File: config.mk
export PLATFORM = sky130hd
export DESIGN_NAME = i_rotary_encoder
export DESIGN_NICKNAME = d
export VERILOG_FILES = /design/src/rtl/i_rotary_encoder.sv
export SDC_FILE = /design/constraint.sdc
export NUM_CORES = 1
export LEC_CHECK = 0
export ABC_AREA = 1
export CORE_AREA = 2 2 39 41
export CTS_BUF_LIST = sky130_fd_sc_hd__clkbuf_8
export DETAILED_ROUTE_END_ITERATION = 12
export DIE_AREA = 0 0 41 43
export GPL_ROUTABILITY_DRIVEN = 0
export PLACE_DENSITY = 0.75
export SLEW_MARGIN = 15
export SYNTH_ARGS = -nofsm -noshare
export SYNTH_HDL_FRONTEND = slang
export SYNTH_SLANG_ARGS = --single-unit
File: constraint.sdc
create_clock -name i_clk -period 1.1 [get_ports i_clk]
set_input_delay 0.22 -clock i_clk [delete_from_list [all_inputs] [get_ports i_clk]]
set_output_delay 0.22 -clock i_clk [all_outputs]
set_load 0.01 [all_outputs]
File: src/rtl/i_rotary_encoder.sv
// Purpose: quadrature decoder; one count pulse with direction per full detent cycle.
// Latency: o_cnt / o_cnt_err are registered, high for one cycle after the edge that sampled the completing/illegal phase.
// Backpressure: none; outputs are single-cycle pulses that downstream must consume on the next edge.
//
// Ports:
//   i_clk      system clock, all logic on the rising edge
//   i_rst      synchronous reset, active-high (state -> WAIT, outputs cleared)
//   i_phase_a  encoder phase A, already synchronous to i_clk
//   i_phase_b  encoder phase B, already synchronous to i_clk
//   o_cnt      one-cycle pulse: a full detent cycle completed
//   o_cnt_cw   direction of the most recent count (1 = clockwise), held between counts
//   o_cnt_err  one-cycle pulse: illegal two-bit phase jump detected

module i_rotary_encoder (
  input  logic i_clk,
  input  logic i_rst,
  input  logic i_phase_a,
  input  logic i_phase_b,
  output logic o_cnt,
  output logic o_cnt_cw,
  output logic o_cnt_err
);

  // Phase word P = {B,A}.
  localparam logic [1:0] P00 = 2'b00;
  localparam logic [1:0] P01 = 2'b01;
  localparam logic [1:0] P10 = 2'b10;
  localparam logic [1:0] P11 = 2'b11;

  // One state per position within a detent cycle. CWn / CCWn encode both
  // the current phase and the direction the cycle was entered from, so a
  // count is only possible after walking all four positions in order.
  typedef enum logic [2:0] {
    ST_IDLE = 3'd0,  // expects 00
    ST_CW1  = 3'd1,  // 01
    ST_CW2  = 3'd2,  // 11
    ST_CW3  = 3'd3,  // 10
    ST_CCW1 = 3'd4,  // 10
    ST_CCW2 = 3'd5,  // 11
    ST_CCW3 = 3'd6,  // 01
    ST_WAIT = 3'd7   // lost track, resync on 00
  } state_t;

  // Power-on values match the reset values so the block behaves the same
  // whether or not reset is pulsed after configuration.
  state_t state  = ST_WAIT;
  logic   cnt_q  = 1'b0;
  logic   cw_q   = 1'b0;
  logic   err_q  = 1'b0;

  logic [1:0] phase;
  assign phase = {i_phase_b, i_phase_a};

  always_ff @(posedge i_clk) begin
    if (i_rst) begin
      // Any partially walked cycle is dropped; tracking restarts at 00.
      state <= ST_WAIT;
      cnt_q <= 1'b0;
      cw_q  <= 1'b0;
      err_q <= 1'b0;
    end else begin
      // Pulses default low so each assertion lasts exactly one cycle.
      cnt_q <= 1'b0;
      err_q <= 1'b0;

      case (state)
        ST_IDLE: begin
          case (phase)
            P01: state <= ST_CW1;
            P10: state <= ST_CCW1;
            P11: begin
              state <= ST_WAIT;
              err_q <= 1'b1;
            end
            default: state <= ST_IDLE;
          endcase
        end

        ST_CW1: begin
          case (phase)
            P11: state <= ST_CW2;
            P00: state <= ST_IDLE;   // backstep
            P10: begin
              state <= ST_WAIT;
              err_q <= 1'b1;
            end
            default: state <= ST_CW1;
          endcase
        end

        ST_CW2: begin
          case (phase)
            P10: state <= ST_CW3;
            P01: state <= ST_CW1;    // backstep
            P00: begin
              state <= ST_WAIT;
              err_q <= 1'b1;
            end
            default: state <= ST_CW2;
          endcase
        end

        ST_CW3: begin
          case (phase)
            P00: begin
              // Direction is only ever updated together with a count.
              state <= ST_IDLE;
              cnt_q <= 1'b1;
              cw_q  <= 1'b1;
            end
            P11: state <= ST_CW2;    // backstep
            P01: begin
              state <= ST_WAIT;
              err_q <= 1'b1;
            end
            default: state <= ST_CW3;
          endcase
        end

        ST_CCW1: begin
          case (phase)
            P11: state <= ST_CCW2;
            P00: state <= ST_IDLE;   // backstep
            P01: begin
              state <= ST_WAIT;
              err_q <= 1'b1;
            end
            default: state <= ST_CCW1;
          endcase
        end

        ST_CCW2: begin
          case (phase)
            P01: state <= ST_CCW3;
            P10: state <= ST_CCW1;   // backstep
            P00: begin
              state <= ST_WAIT;
              err_q <= 1'b1;
            end
            default: state <= ST_CCW2;
          endcase
        end

        ST_CCW3: begin
          case (phase)
            P00: begin
              state <= ST_IDLE;
              cnt_q <= 1'b1;
              cw_q  <= 1'b0;
            end
            P11: state <= ST_CCW2;   // backstep
            P10: begin
              state <= ST_WAIT;
              err_q <= 1'b1;
            end
            default: state <= ST_CCW3;
          endcase
        end

        // Silent while lost: no error pulses until the phases return to 00.
        ST_WAIT: begin
          if (phase == P00) begin
            state <= ST_IDLE;
          end
        end

        default: state <= ST_WAIT;
      endcase
    end
  end

  assign o_cnt     = cnt_q;
  assign o_cnt_cw  = cw_q;
  assign o_cnt_err = err_q;

endmodule

==> impl_summary.txt, run 1 <==
----------------------------------------------------
[Synthesis]
  Adder-cell share of the synthesized area ... 12.7%
  Most area-consuming cells after synthesis ... sky130_fd_sc_hd__dfxtp_1 20%, sky130_fd_sc_hd__nand2_1 18%, sky130_fd_sc_hd__ha_1 13%
  Gate count of the mapped netlist ... 98
  Top cell types by occurrence after synthesis ... 28 x sky130_fd_sc_hd__nand2_1, 14 x sky130_fd_sc_hd__nor2_1, 13 x sky130_fd_sc_hd__inv_1
  Post-synthesis sequential area ratio ... 20.3%
  Fraction of synthesized cell area in xor and xnor cells ... 0%
  Top cell type's share of synthesized area ... 20.3%
  Avg Cell Area, Syn ... 6.05 µm²
  Main flop type after synthesis ... sky130_fd_sc_hd__dfxtp_1
  Most repeated cell in the gate-level netlist after synthesis ... sky130_fd_sc_hd__nand2_1
  Fraction of synthesized area in multiplexers ... 0%
  Async set or reset register ratio after synthesis ... 0%
  Number of enable flip-flop cells after synthesis ... 0
  Area fraction in compound gates after synthesis ... 9.28%
  Register bit total from synthesis ... 6
  Number of warning messages in the yosys log ... 0
  Post-synthesis share of cell area spent on and, or, nand and nor gates ... 43.2%
  Post-synthesis cell area ... 593 µm²
  Syn_nets ... 108
  Post-synthesis cell type with the largest combined area ... sky130_fd_sc_hd__dfxtp_1
  Synth unique cells ... 17
  Main combinational cell family by area after synthesis ... simple AND/OR/NAND/NOR gates

[Clock network]
  Hold bufs inserted after CTS ... 0
  TritonCTS Buffers ... 3
  Number of sinks handled by clock tree synthesis ... 6
  Buffer count from post-CTS setup fixing ... 0
  Worst-Skew Late Latency ... 0.23 ns
  Maximum buffer depth of the clock tree ... 2
  TritonCTS clock tree ... done
  Clock Root Buffer ... sky130_fd_sc_hd__clkbuf_8
  CTS H-tree depth ... 1
  Reg clk slew, reported paths ... 0.04 ns

[Power and ir drop]
  Pwr/cell area ... 1910 nW/µm²
  Relative contribution of sequential cells to total power ... 23.1%
  Worst VDD drop ... 0.000854 V
  Total internal power ... 937 µW
  Fraction of power spent switching nets ... 44.1%
  Leak Pwr ... 0.000458 µW
  Part of the total power dissipated in the clock network ... 20.2%
  Share of power burned in combinational logic ... 56.8%
  Switching pwr ... 739 µW

[STA]
  Max Transition Viols Final ... 0
  Setup-violating endpoint count in the final report ... 0
  Min Tclk post-route ... 1.07 ns
  Final hold vios ... 0
  Remaining max-slew budget at the tightest pin ... 83.5%
  Setup total negative slack ... 0 ns
  Worst Skew ... 0.00507 ns
  Setup repair after global routing missed its margin ... true
  Share of the clock period used by the worst path after layout ... 96.9%
  Peak Freq ... 938 MHz
  Worst Max-Slew Pin Slew ... 0.245 ns

[Placed design]
  IO buf count ... 6
  Estimated wirelength of the detail-placed design ... 1240 µm
  Dpl cell area ... 759 µm²

[Detailed routing]
  Antenna Nets Post-Route ... 0
  Post-detailed-route wirelength per cell ... 12.3 µm
  DR pass1 iterations ... 4
  Routed Wire Length ... 1680 µm
  DRC violation count after routing ... 0
  Drt initial violations ... 27
  Detailed-route via count ... 724
  Mean number of vias per cell ... 5.32

[Finish]
  # diodes ... 0
  Fraction of final layout cells sized beyond drive strength 1 ... 33.3%
  Signed area change from the synthesized netlist to the final layout ... 48.1%
  Total number of nets in the final design ... 132
  Cell area after layout ... 878 µm²

[Critical path]
  Endpoint type of the worst setup path ... register
  Peak fanout along the critical path ... 7
  Data required time of the worst path ... 1.20 ns
  Register-to-register setup slack ... 0.03 ns
  Start of the worst register-to-register path ... state[0]$_SDFFE_PP1P_
  Path type of the worst setup path ... reg2reg
  Worst path arrival time ... 1.17 ns
  Type of element launching the critical path ... register
  Reg2Reg Depth ... 7
  Capturing point of the worst reg2reg path ... state[1]$_SDFFE_PP1P_

[Worst hold path]
  Start point of the worst min-delay path ... o_cnt_cw$_SDFFE_PP0P_
  Hold Path Class ... reg2reg
  Hold path endpoint ... o_cnt_cw$_SDFFE_PP0P_
  Hold Path Depth ... 2

[GRT]
  Congestion Overflow GR ... 0
  Number of global-route vias before repair ... 635
  Largest net degree at the start of global routing ... 9
  Aggregate global-route resource usage ... 21.4%
  Number of antenna violations at the first check in global routing ... 0
  Wire length of the first global-routing pass ... 2550 µm

[Floorplanning]
  Horizontal die dimension ... 41 µm
  Core outline area ... 1380 µm²
  Number of cell rows ... 14
  Die Ht ... 43 µm
  Starting Density ... 42.9%
  I/O pin count ... 7
  Overall die area ... 1760 µm²

[Job]
  Max cap viols ... 0

[Run status]
  Outcome ... complete, no violations

----------------------------------------------------
-- cell families after synthesis --
group	count (synthesis)
buffers and inverters	17
AO/OA/AOI/OAI	10
AND/OR/NAND/NOR	59
adder cells (fa/ha/maj)	6
flip-flops	6
-- how the worst max path moves through the flow --
| stage | from | endpoint | depth (start not counted) |
|---|---|---|---|
| after floorplan | i_phase_a | state[0]$_SDFFE_PP1P_ | 8 |
| after global placement | i_phase_a | state[0]$_SDFFE_PP1P_ | 9 |
| after detailed placement | i_phase_a | state[1]$_SDFFE_PP1P_ | 8 |
| after CTS | i_phase_a | state[0]$_SDFFE_PP1P_ | 9 |
| after global routing | state[2]$_SDFFE_PP1P_ | state[1]$_SDFFE_PP1P_ | 7 |
| final | state[0]$_SDFFE_PP1P_ | state[1]$_SDFFE_PP1P_ | 7 |
-- registers in the layout (all words and copies together), names as in the netlist --
register   cells
state          3
o_cnt          1
o_cnt_cw       1
o_cnt_err      1
-- cells in the final DEF, fill, tap and decap left out, types with 2 or more instances in the layout --
| master | count |
|---|---|
| sky130_fd_sc_hd__inv_1 | 11 |
| sky130_fd_sc_hd__buf_4 | 16 |
| sky130_fd_sc_hd__o21ai_1 | 5 |
| sky130_fd_sc_hd__ha_4 | 4 |
| sky130_fd_sc_hd__nand2_1 | 28 |
| sky130_fd_sc_hd__dlygate4sd2_1 | 3 |
| sky130_fd_sc_hd__nor2_2 | 3 |
| sky130_fd_sc_hd__nor3_1 | 2 |
| sky130_fd_sc_hd__nor2_1 | 12 |
| sky130_fd_sc_hd__dfxtp_1 | 4 |
| sky130_fd_sc_hd__nand3_1 | 8 |
| sky130_fd_sc_hd__clkbuf_8 | 3 |
| sky130_fd_sc_hd__inv_2 | 2 |
| sky130_fd_sc_hd__nand3_2 | 3 |
-- repair_timing --
item,CTS,global route
gates resized for setup,25,10
pin swaps,2,0
endpoints found under the setup margin,9,6
gates cloned,0,0
hold endpoints to repair,0,0
-- per-layer routing --
| metal | up-vias | global-route usage (%) | wire length (µm) |
|---|---|---|---|
| met2 | 35 | 34.4 | 877 |
| met5 | - | 0 | 0 |
| met1 | 330 | 24.4 | 637 |
| li1 | 352 | - | - |
| met4 | 0 | 12.0 | 59 |
| met3 | 7 | 4.71 | 101 |
-- per-stage QoR --
stage | setup slack, ns | hold slack (ns) | instances | total power [µW] | utilization [%]
after floorplan | 0.0715 | 0.289 | 98 | 947 | -
after global placement | -0.548 | 0.461 | 133 | 1180 | 54.9
after detailed placement | -0.621 | 0.473 | 133 | 1200 | 54.9
after CTS | 0.00694 | 0.476 | 136 | 1570 | 62.0
after global routing | -0.0126 | 0.524 | 136 | 1780 | 63.5
final | 0.0339 | 0.476 | 136 | 1680 | 63.5
-- layout make-up --
cell class / count / area, µm²
flip-flops and latches: 6 / 125
repair buffers: 22 / 166
clock buffers: 3 / 41.3
inverters: 14 / 55.1
well taps: 16 / 20.0
multi-input cells: 75 / 470
fillers: 128 / 505
-- critical path: stages, from the launching register on --
cell and delay [ns]:
sky130_fd_sc_hd__dfxtp_4 0.36, sky130_fd_sc_hd__buf_4 0.15, sky130_fd_sc_hd__nand3_4 0.08, sky130_fd_sc_hd__nand2_1 0.05, sky130_fd_sc_hd__o21ai_1 0.09, sky130_fd_sc_hd__nand2_1 0.08
sky130_fd_sc_hd__inv_1 0.07, sky130_fd_sc_hd__nand3_1 0.07
-- power by group through the flow --
stage               Clock, µW  Sequential, µW  Combinational (µW)
finish                    338             387                 951
global route              355             396                1030
CTS                       339             366                 868
detailed placement          0             364                 834
global placement            0             364                 821
floorplan                   0             329                 618
(Power assumes the default switching activity.)
==> inputs of run 2 (changes only) <==
Settings changed: SLEW_MARGIN 15 to 20.
==> results of run 2 <==
Same layout as run 1: the final DEF is identical, and so are final timing and power.
